==> src/rtl/config_port_arbiter.sv <==
// Shares the configuration write port between a UART byte loader and a bus word master.
// Grants one source per session, packs bytes MSB-first and follows sync/header/frame words.
module config_port_arbiter #(
    parameter int NumberOfRows  = 10,
    parameter int DesyncFlag    = 20,
    parameter int TimeoutCycles = 4000
) (
    input  logic        CLK,
    input  logic        Reset,
    input  logic [7:0]  ByteData,
    input  logic        ByteValid,
    output logic        ByteReady,
    input  logic [31:0] WordData,
    input  logic        WordValid,
    output logic        WordReady,
    output logic [31:0] WriteData,
    output logic        WriteStrobe,
    output logic        CfgReset,
    output logic [1:0]  Grant,
    output logic        Timeout
);
    typedef enum logic [2:0] {IDLE, ARM, UNSYNC, HEADER, FRAME, CLOSE} state_t;

    localparam logic [31:0] SyncWord    = 32'hFAB0_FAB1;
    localparam logic [15:0] TimeoutLast = 16'(TimeoutCycles - 1);
    localparam logic [15:0] RowsInit    = 16'(NumberOfRows);

    state_t      r_state;
    state_t      w_stateNext;
    logic [1:0]  r_grant;
    logic [1:0]  w_grantNext;
    logic        r_lastByte;
    logic        r_armCnt;
    logic [1:0]  r_byteCnt;
    logic [23:0] r_pack;
    logic [31:0] r_writeData;
    logic        r_writeStrobe;
    logic        r_timeout;
    logic [15:0] r_idleCnt;
    logic [15:0] r_frameCnt;
    logic        w_accepting;
    logic        w_wordXfer;
    logic        w_byteXfer;
    logic        w_packDone;
    logic        w_xfer;
    logic        w_timeoutHit;

    assign w_accepting = (r_state == UNSYNC) || (r_state == HEADER) || (r_state == FRAME);
    assign WordReady   = w_accepting && r_grant[0];
    assign ByteReady   = w_accepting && r_grant[1];
    assign w_wordXfer  = WordValid && WordReady;
    assign w_byteXfer  = ByteValid && ByteReady;
    assign w_packDone  = w_byteXfer && (r_byteCnt == 2'd3);
    assign w_xfer      = w_wordXfer || w_byteXfer;

    assign WriteData   = r_writeData;
    assign WriteStrobe = r_writeStrobe;
    assign CfgReset    = (r_state == ARM);
    assign Grant       = r_grant;
    assign Timeout     = r_timeout;

    always_ff @(posedge CLK or posedge Reset) begin
        if (Reset) begin
            r_state <= IDLE;
            r_grant <= 2'b00;
        end else begin
            r_state <= w_stateNext;
            r_grant <= w_grantNext;
        end
    end

    // Words are classified the cycle they appear on WriteData, so the state tracks emitted values.
    always_comb begin
        w_stateNext  = r_state;
        w_grantNext  = r_grant;
        w_timeoutHit = 1'b0;
        case (r_state)
            IDLE: begin
                if (WordValid && (!ByteValid || r_lastByte)) begin
                    w_grantNext = 2'b01;
                    w_stateNext = ARM;
                end else if (ByteValid) begin
                    w_grantNext = 2'b10;
                    w_stateNext = ARM;
                end
            end
            ARM: begin
                if (r_armCnt) begin
                    w_stateNext = UNSYNC;
                end
            end
            UNSYNC, HEADER, FRAME: begin
                if (!w_xfer && (r_idleCnt == TimeoutLast)) begin
                    w_timeoutHit = 1'b1;
                    w_stateNext  = CLOSE;
                end else if (r_writeStrobe) begin
                    if (r_state == UNSYNC) begin
                        if (r_writeData == SyncWord) begin
                            w_stateNext = HEADER;
                        end
                    end else if (r_state == HEADER) begin
                        w_stateNext = r_writeData[DesyncFlag] ? CLOSE : FRAME;
                    end else if (r_frameCnt == 16'd1) begin
                        w_stateNext = HEADER;
                    end
                end
            end
            CLOSE: begin
                w_grantNext = 2'b00;
                w_stateNext = IDLE;
            end
            default: begin
                w_grantNext = 2'b00;
                w_stateNext = IDLE;
            end
        endcase
    end

    always_ff @(posedge CLK or posedge Reset) begin
        if (Reset) begin
            r_lastByte    <= 1'b1;
            r_armCnt      <= 1'b0;
            r_byteCnt     <= 2'd0;
            r_pack        <= '0;
            r_writeData   <= '0;
            r_writeStrobe <= 1'b0;
            r_timeout     <= 1'b0;
            r_idleCnt     <= '0;
            r_frameCnt    <= '0;
        end else begin
            r_armCnt      <= (r_state == ARM) ? ~r_armCnt : 1'b0;
            r_timeout     <= w_timeoutHit;
            r_writeStrobe <= w_wordXfer || w_packDone;
            if (w_wordXfer) begin
                r_writeData <= WordData;
            end else if (w_packDone) begin
                r_writeData <= {r_pack, ByteData};
            end
            // A partial word left by a timeout is dropped by clearing the count on close.
            if (r_state == CLOSE) begin
                r_byteCnt  <= 2'd0;
                r_lastByte <= r_grant[1];
            end else if (w_byteXfer) begin
                r_byteCnt <= r_byteCnt + 2'd1;
                r_pack    <= {r_pack[15:0], ByteData};
            end
            if (!w_accepting || w_xfer || w_timeoutHit) begin
                r_idleCnt <= '0;
            end else begin
                r_idleCnt <= r_idleCnt + 16'd1;
            end
            if (r_writeStrobe && (r_state == HEADER) && !r_writeData[DesyncFlag]) begin
                r_frameCnt <= RowsInit;
            end else if (r_writeStrobe && (r_state == FRAME)) begin
                r_frameCnt <= r_frameCnt - 16'd1;
            end
        end
    end
endmodule

==> config.mk <==
export PLATFORM = sky130hd
export DESIGN_NAME = config_port_arbiter
export DESIGN_NICKNAME = d
export VERILOG_FILES = /design/src/rtl/config_port_arbiter.sv
export SDC_FILE = /design/constraint.sdc
export NUM_CORES = 1
export LEC_CHECK = 0
export BUFFER_PORTS_ARGS = -buffer_cell sky130_fd_sc_hd__buf_4
export CAP_MARGIN = 40
export CORE_UTILIZATION = 30
export DETAILED_ROUTE_END_ITERATION = 6
export PLACE_DENSITY_LB_ADDON = 0.12
export REMOVE_ABC_BUFFERS = 1
export SYNTH_ARGS = -nofsm -noshare
export SYNTH_HDL_FRONTEND = slang
export SYNTH_SLANG_ARGS = --single-unit
==> constraint.sdc <==
create_clock -name CLK -period 3.01 [get_ports CLK]
set_input_delay 0.301 -clock CLK [delete_from_list [all_inputs] [get_ports CLK]]
set_output_delay 0.301 -clock CLK [all_outputs]
set_load 0.03 [all_outputs]
---- After elaboration in Yosys (flattened, before gate mapping) ----
Index checks and enable logic that the tools add are counted.
cells by class
  add/sub/neg operators ................... 3
  equal/unequal tests ..................... 14
  muxes and demuxes ....................... 24
  bitwise operators ....................... 3
  reductions and logical operators ........ 30
operators with widths
  kind                   number
  $mux 32                2
  $mux 16                3
  $eq 32x32->1 const B   1
  $mux 3                 9
  $add 16x1->16 const B  1
  $eq 16x1->1 const B    1
  $eq 16x12->1 const B   1
  $sub 16x1->16 const B  1
  $logic_and 1x1->1      10
  $pmux 3 s3             1
  $mux 2                 4
  $logic_or 1x1->1       7
  $eq 3x2->1 const B     2
  $eq 3x3->1 const B     2
  $ne 3x3->1 const B     2
  $reduce_bool 2->1      3
  $ne 5x5->1 const B     1
  $reduce_and 5->1       1
  $logic_not 1->1        4
  $mux 1                 4
  $ne 4x4->1 const B     1
  $pmux 2 s2             1
  $reduce_and 2->1       2
  $reduce_or 4->1        1
  other kinds (7)        9
word-level totals
  register bits ........................... 99
  input bits .............................. 44
  logic and storage cells ................. 85

---- Logic depth before layout (Yosys ltp) ----
  depth after elaboration ................. 12
  gate-level depth with buffers ........... 8

---- Worst setup path after synthesis ----
No wires, ideal clock.
  path type ............................... reg2reg
  start ................................... register r_writeData[1], in the netlist WriteData[1]
  end ..................................... register r_state[2]
  library setup time ...................... 0.125 ns
  arrival ................................. 1.876 ns
  slack ................................... 1.008 ns
  stages on the path, launching flop included .. 6
  buffers on the path ..................... 0
  clock period less this slack ............ 2.002 ns
  cells stage by stage .................... dfrtp_1 -> or4b_1 -> nor4_1 -> a311o_2 -> a32oi_2 -> mux2_4
on the way
  word-level cells in the longest chain between the ends .. 3
RTL lines
  what                               line  RTL
  start, declared                    36    logic [31:0] r_writeData;
  start signal, assigned             135   r_writeData <= WordData;
  start signal, assigned             137   r_writeData <= {r_pack, ByteData};
  $eq 32x32->1                       98    if (r_writeData == SyncWord) begin
  $ne 4x4->1 (no source line)        n/a
  $reduce_and 5->1 (no source line)  n/a
  end signal, assigned               67    r_state <= w_stateNext;
  end, declared                      28    state_t r_state;
Every way passes these cells.
A chain may end at the register's enable or synchronous reset.

---- Final worst setup path ----
  start ................................... register r_state[1]
  end ..................................... register r_writeData[2], in the netlist WriteData[2]
on the way
  word-level cells in the longest chain between the ends .. 7
RTL lines
  what                                line  RTL
  $eq 3x2->1                          48    assign w_accepting = (r_state == UNSYNC) || (r_state == HEADER) || (r_state == FRAME);
  $logic_or 1x1->1                    48
  $logic_or 1x1->1 *                  48
  $logic_and 1x1->1                   50    assign ByteReady = w_accepting && r_grant[1];
  $logic_and 1x1->1                   52    assign w_byteXfer = ByteValid && ByteReady;
  $logic_and 1x1->1                   53    assign w_packDone = w_byteXfer && (r_byteCnt == 2'd3);
  $reduce_bool 2->1 (no source line)  n/a
Every way passes the cells marked *; elsewhere a longest branch is shown, timed or not.

==> flow_metrics.tcl <==
set metrics [dict create \
    cts_max_path_buffers 2 \
    clock_power_share 0.204 \
    detail_route.vias_per_cell 4.74 \
    holdBufCountCts 0 \
    worstSetupPathType "flip-flop to flip-flop" \
    endpoint_of_the_worst_register_to_register_path "WriteData[2]$_DFFE_PP0P_" \
    detail_route.wirelength.met1_um 5570 \
    critical_path_peak_fanout 28 \
    drc 0 \
    worst_ep_arrival_time_ns 2.45 \
    cts_buffers 9 \
    hold_class "input pin to async pin" \
    wire_length_of_the_first_global_routing_pass_um 19000 \
    die_height_um 129 \
    finalClockSkew_ns 0.00933 \
    clock_tree.htree_level_count 3 \
    final_max_slew_viol_count 0 \
    drt_iter0_drc 169 \
    top_ports 83 \
    worstReg2RegStart "r_state[1]$_DFFE_PP0P_" \
    met2_wirelength_um 5180 \
    gp_routability_congestion 0.777 \
    slew_limit_headroom 0.478 \
    outcome "complete, no violations" \
    drt.antenna.violating_nets 0 \
    synthesis.area_mm2 0.00484 \
    core.rowCount 46 \
    maximum_number_of_pins_on_one_net_before_global_route_repair 62 \
    comb_power_share 0.413 \
    setup_violations 0 \
    p_int_uw 3640 \
    power_switching_uw 2320 \
    effective_utilization_at_floorplan 0.306 \
    cts.root.buffer_cell "sky130_fd_sc_hd__clkbuf_16" \
    synth-edff-count 0 \
    design_power_total_uw 5960 \
    async_flop_share 1.00 \
    post_cts_sizing_count 0 \
    area.growth.synth_to_final_pct 24.6 \
    num_antenna_cells 0 \
    floorplan.die_area_mm2 0.0166 \
    fmax_mhz 448 \
    ys_seq_area_frac 0.512 \
    crit_share_post_route 0.741 \
    first_global_vias 3536 \
    final_hpwl_from_detailed_placement_um 8210 \
    power_density_mw_per_mm2 989 \
    tritoncts "built" \
    netSwitchingFraction 0.390 \
    nets 578 \
    clock_sinks 99 \
    critPathSlowestCell "sky130_fd_sc_hd__buf_4" \
    worst_setup_hold_path_clk_slew_ns 0.07 \
    required_ns 3.23 \
    worst-r2r-cell-count 5 \
    global_route.usage.total 0.149 \
    route.detailed.wl_per_inst_um 15.3 \
    hold_violations 0 \
    p_leak_uw 0.00264 \
    ys.flop_type "sky130_fd_sc_hd__dfrtp_1" \
    max_cap_viol_count 0 \
    fin_worst_hold_slack_ns 0.0919 \
    synth.avg_cell_area_um2 10.8 \
    postLayoutCellArea_mm2 0.00603 \
    pwr-share-seq 0.383 \
    place_area_mm2 0.00572 \
    timing.final.crit_period_ns 2.23 \
    timing.critical_path.to_type "flip-flop" \
    vias 3552 \
    worstSkewPairLatency_ns 0.35 \
    cts_setup_buffers 0 \
    routed_wirelength_um 11500 \
    path_cells "or3b_4 -> a21oi_4 -> buf_4 -> mux2i_1 -> o21ai_1" \
    core_mm2 0.0158 \
    grt-ovfl-total 0 \
    grt_setup_unrepaired "false" \
    reg2reg_setup_slack_ns 0.78 \
    critical-path-max-stage-delay_ns 0.52 \
    worst_ir_drop_vdd_mv 0.411 \
    yosysUniqueCellTypes 58 \
    drt_pre_antenna_iters 4 \
    antenna_found_initial 0 \
    synth-warning-count 0 \
    timing_worst_slew_pin_value_ns 0.784 \
    final_layout_size_suffix_gt1_frac 0.279 \
    netlist_instances 448 \
    die_width_um 129 \
    crit_path_start_kind "flip-flop" \
    routed.top_layer "met4" \
    wl_met3_um 544 \
    buffer_ports.inserted 82 \
    number_of_synthesized_register_bits 99 \
]
cell families after synthesis:
family | after synthesis | share of synthesized area
AOI/OAI and AO/OA | 64 | 0.0859
xor gates and xnor gates | 30 | 0.0543
adders and majority gates | 4 | 0.0103
buffers and inverters | 29 | 0.0284
DFF | 99 | 0.512
muxes | 58 | 0.127
and+or+nand+nor | 164 | 0.181
synth_stat cells, types with 6 or more instances:
cell type,instances,area (um2)
sky130_fd_sc_hd__a21oi_1,7,35.0
sky130_fd_sc_hd__buf_2,11,55.1
sky130_fd_sc_hd__clkbuf_1,6,22.5
sky130_fd_sc_hd__dfrtp_1,98,2450
sky130_fd_sc_hd__inv_1,7,26.3
sky130_fd_sc_hd__mux2_2,25,282
sky130_fd_sc_hd__mux2i_1,32,320
sky130_fd_sc_hd__nand2_1,48,180
sky130_fd_sc_hd__nand3_1,10,50.1
sky130_fd_sc_hd__nand4_1,7,43.8
sky130_fd_sc_hd__nand4b_1,6,52.6
sky130_fd_sc_hd__nor2_1,46,173
sky130_fd_sc_hd__nor2b_1,6,37.5
sky130_fd_sc_hd__o21ai_1,32,160
sky130_fd_sc_hd__xnor2_1,9,78.8
sky130_fd_sc_hd__xor2_1,21,184
power groups by stage:
stage	Sequential [uW]	Clock (uW)	Combinational, uW
floorplan	2610	0	1320
global placement	2300	0	2470
detailed placement	2310	0	2490
CTS	2290	1250	2490
global route	2370	1310	2700
finish	2280	1220	2460
layout make-up:
type,instances,area (um2)
Clock buffer,10,229
Clock inverter,5,78.8
Fill cell,1592,9800
Inverter,7,28.8
Multi-Input combinational cell,320,2230
Sequential cell,99,2480
Tap cell,216,270
Timing Repair Buffer,93,711
critical path, delay by kind of cell, from the launching register on:
kind	cells	cell delay, ns
AOI/OAI and AO/OA	2	0.44
muxes	1	0.31
DFF	1	0.40
and+or+nand+nor	1	0.42
buffers and inverters	1	0.52
per-stage QoR:
step	setup TNS (ns)	setup slack, ns	util	cells
final	0	0.779	0.381	750
after global routing	0	0.672	0.381	750
after global placement	0	0.770	0.360	734
after CTS	0	0.734	0.381	750
after floorplan	-34.49	-1.05	-	426
after detailed placement	0	0.748	0.362	735
how the worst max path moves through the flow:
stage | endpoint | start | cells past startpoint
after floorplan | WriteData[0]$_DFFE_PP0P_ | r_state[2]$_DFFE_PP0P_ | 4
after global placement | WriteData[19]$_DFFE_PP0P_ | r_state[0]$_DFFE_PP0P_ | 5
after detailed placement | WriteData[3]$_DFFE_PP0P_ | r_state[1]$_DFFE_PP0P_ | 5
after CTS | WriteData[3]$_DFFE_PP0P_ | r_state[1]$_DFFE_PP0P_ | 5
after global routing | WriteData[2]$_DFFE_PP0P_ | r_state[0]$_DFFE_PP0P_ | 5
final | WriteData[2]$_DFFE_PP0P_ | r_state[1]$_DFFE_PP0P_ | 5
registers in the layout, summed over array words and instances, names as in the netlist:
register / cells
Grant: 2
r_pack: 24
Timeout: 1
r_frameCnt: 16
WriteStrobe: 1
r_byteCnt: 2
r_idleCnt: 16
r_lastByte: 1
r_state: 3
WriteData: 32
r_armCnt: 1
placed cells by master, fill, tap and decap left out, drive strengths merged, types with 9 or more instances in the layout:
cell type / n
mux2: 26
buf: 93
mux2i: 32
nand3: 10
a21oi: 9
dfrtp: 98
nand2: 48
nor2: 46
clkbuf: 10
xor2: 21
o21ai: 36
xnor2: 9
layer usage:
layer	up-vias	global-route usage
li1	1747	-
met3	11	0.0341
met5	-	0
met2	71	0.229
met4	0	0.0581
met1	1723	0.204
(Power assumes the default switching activity.)
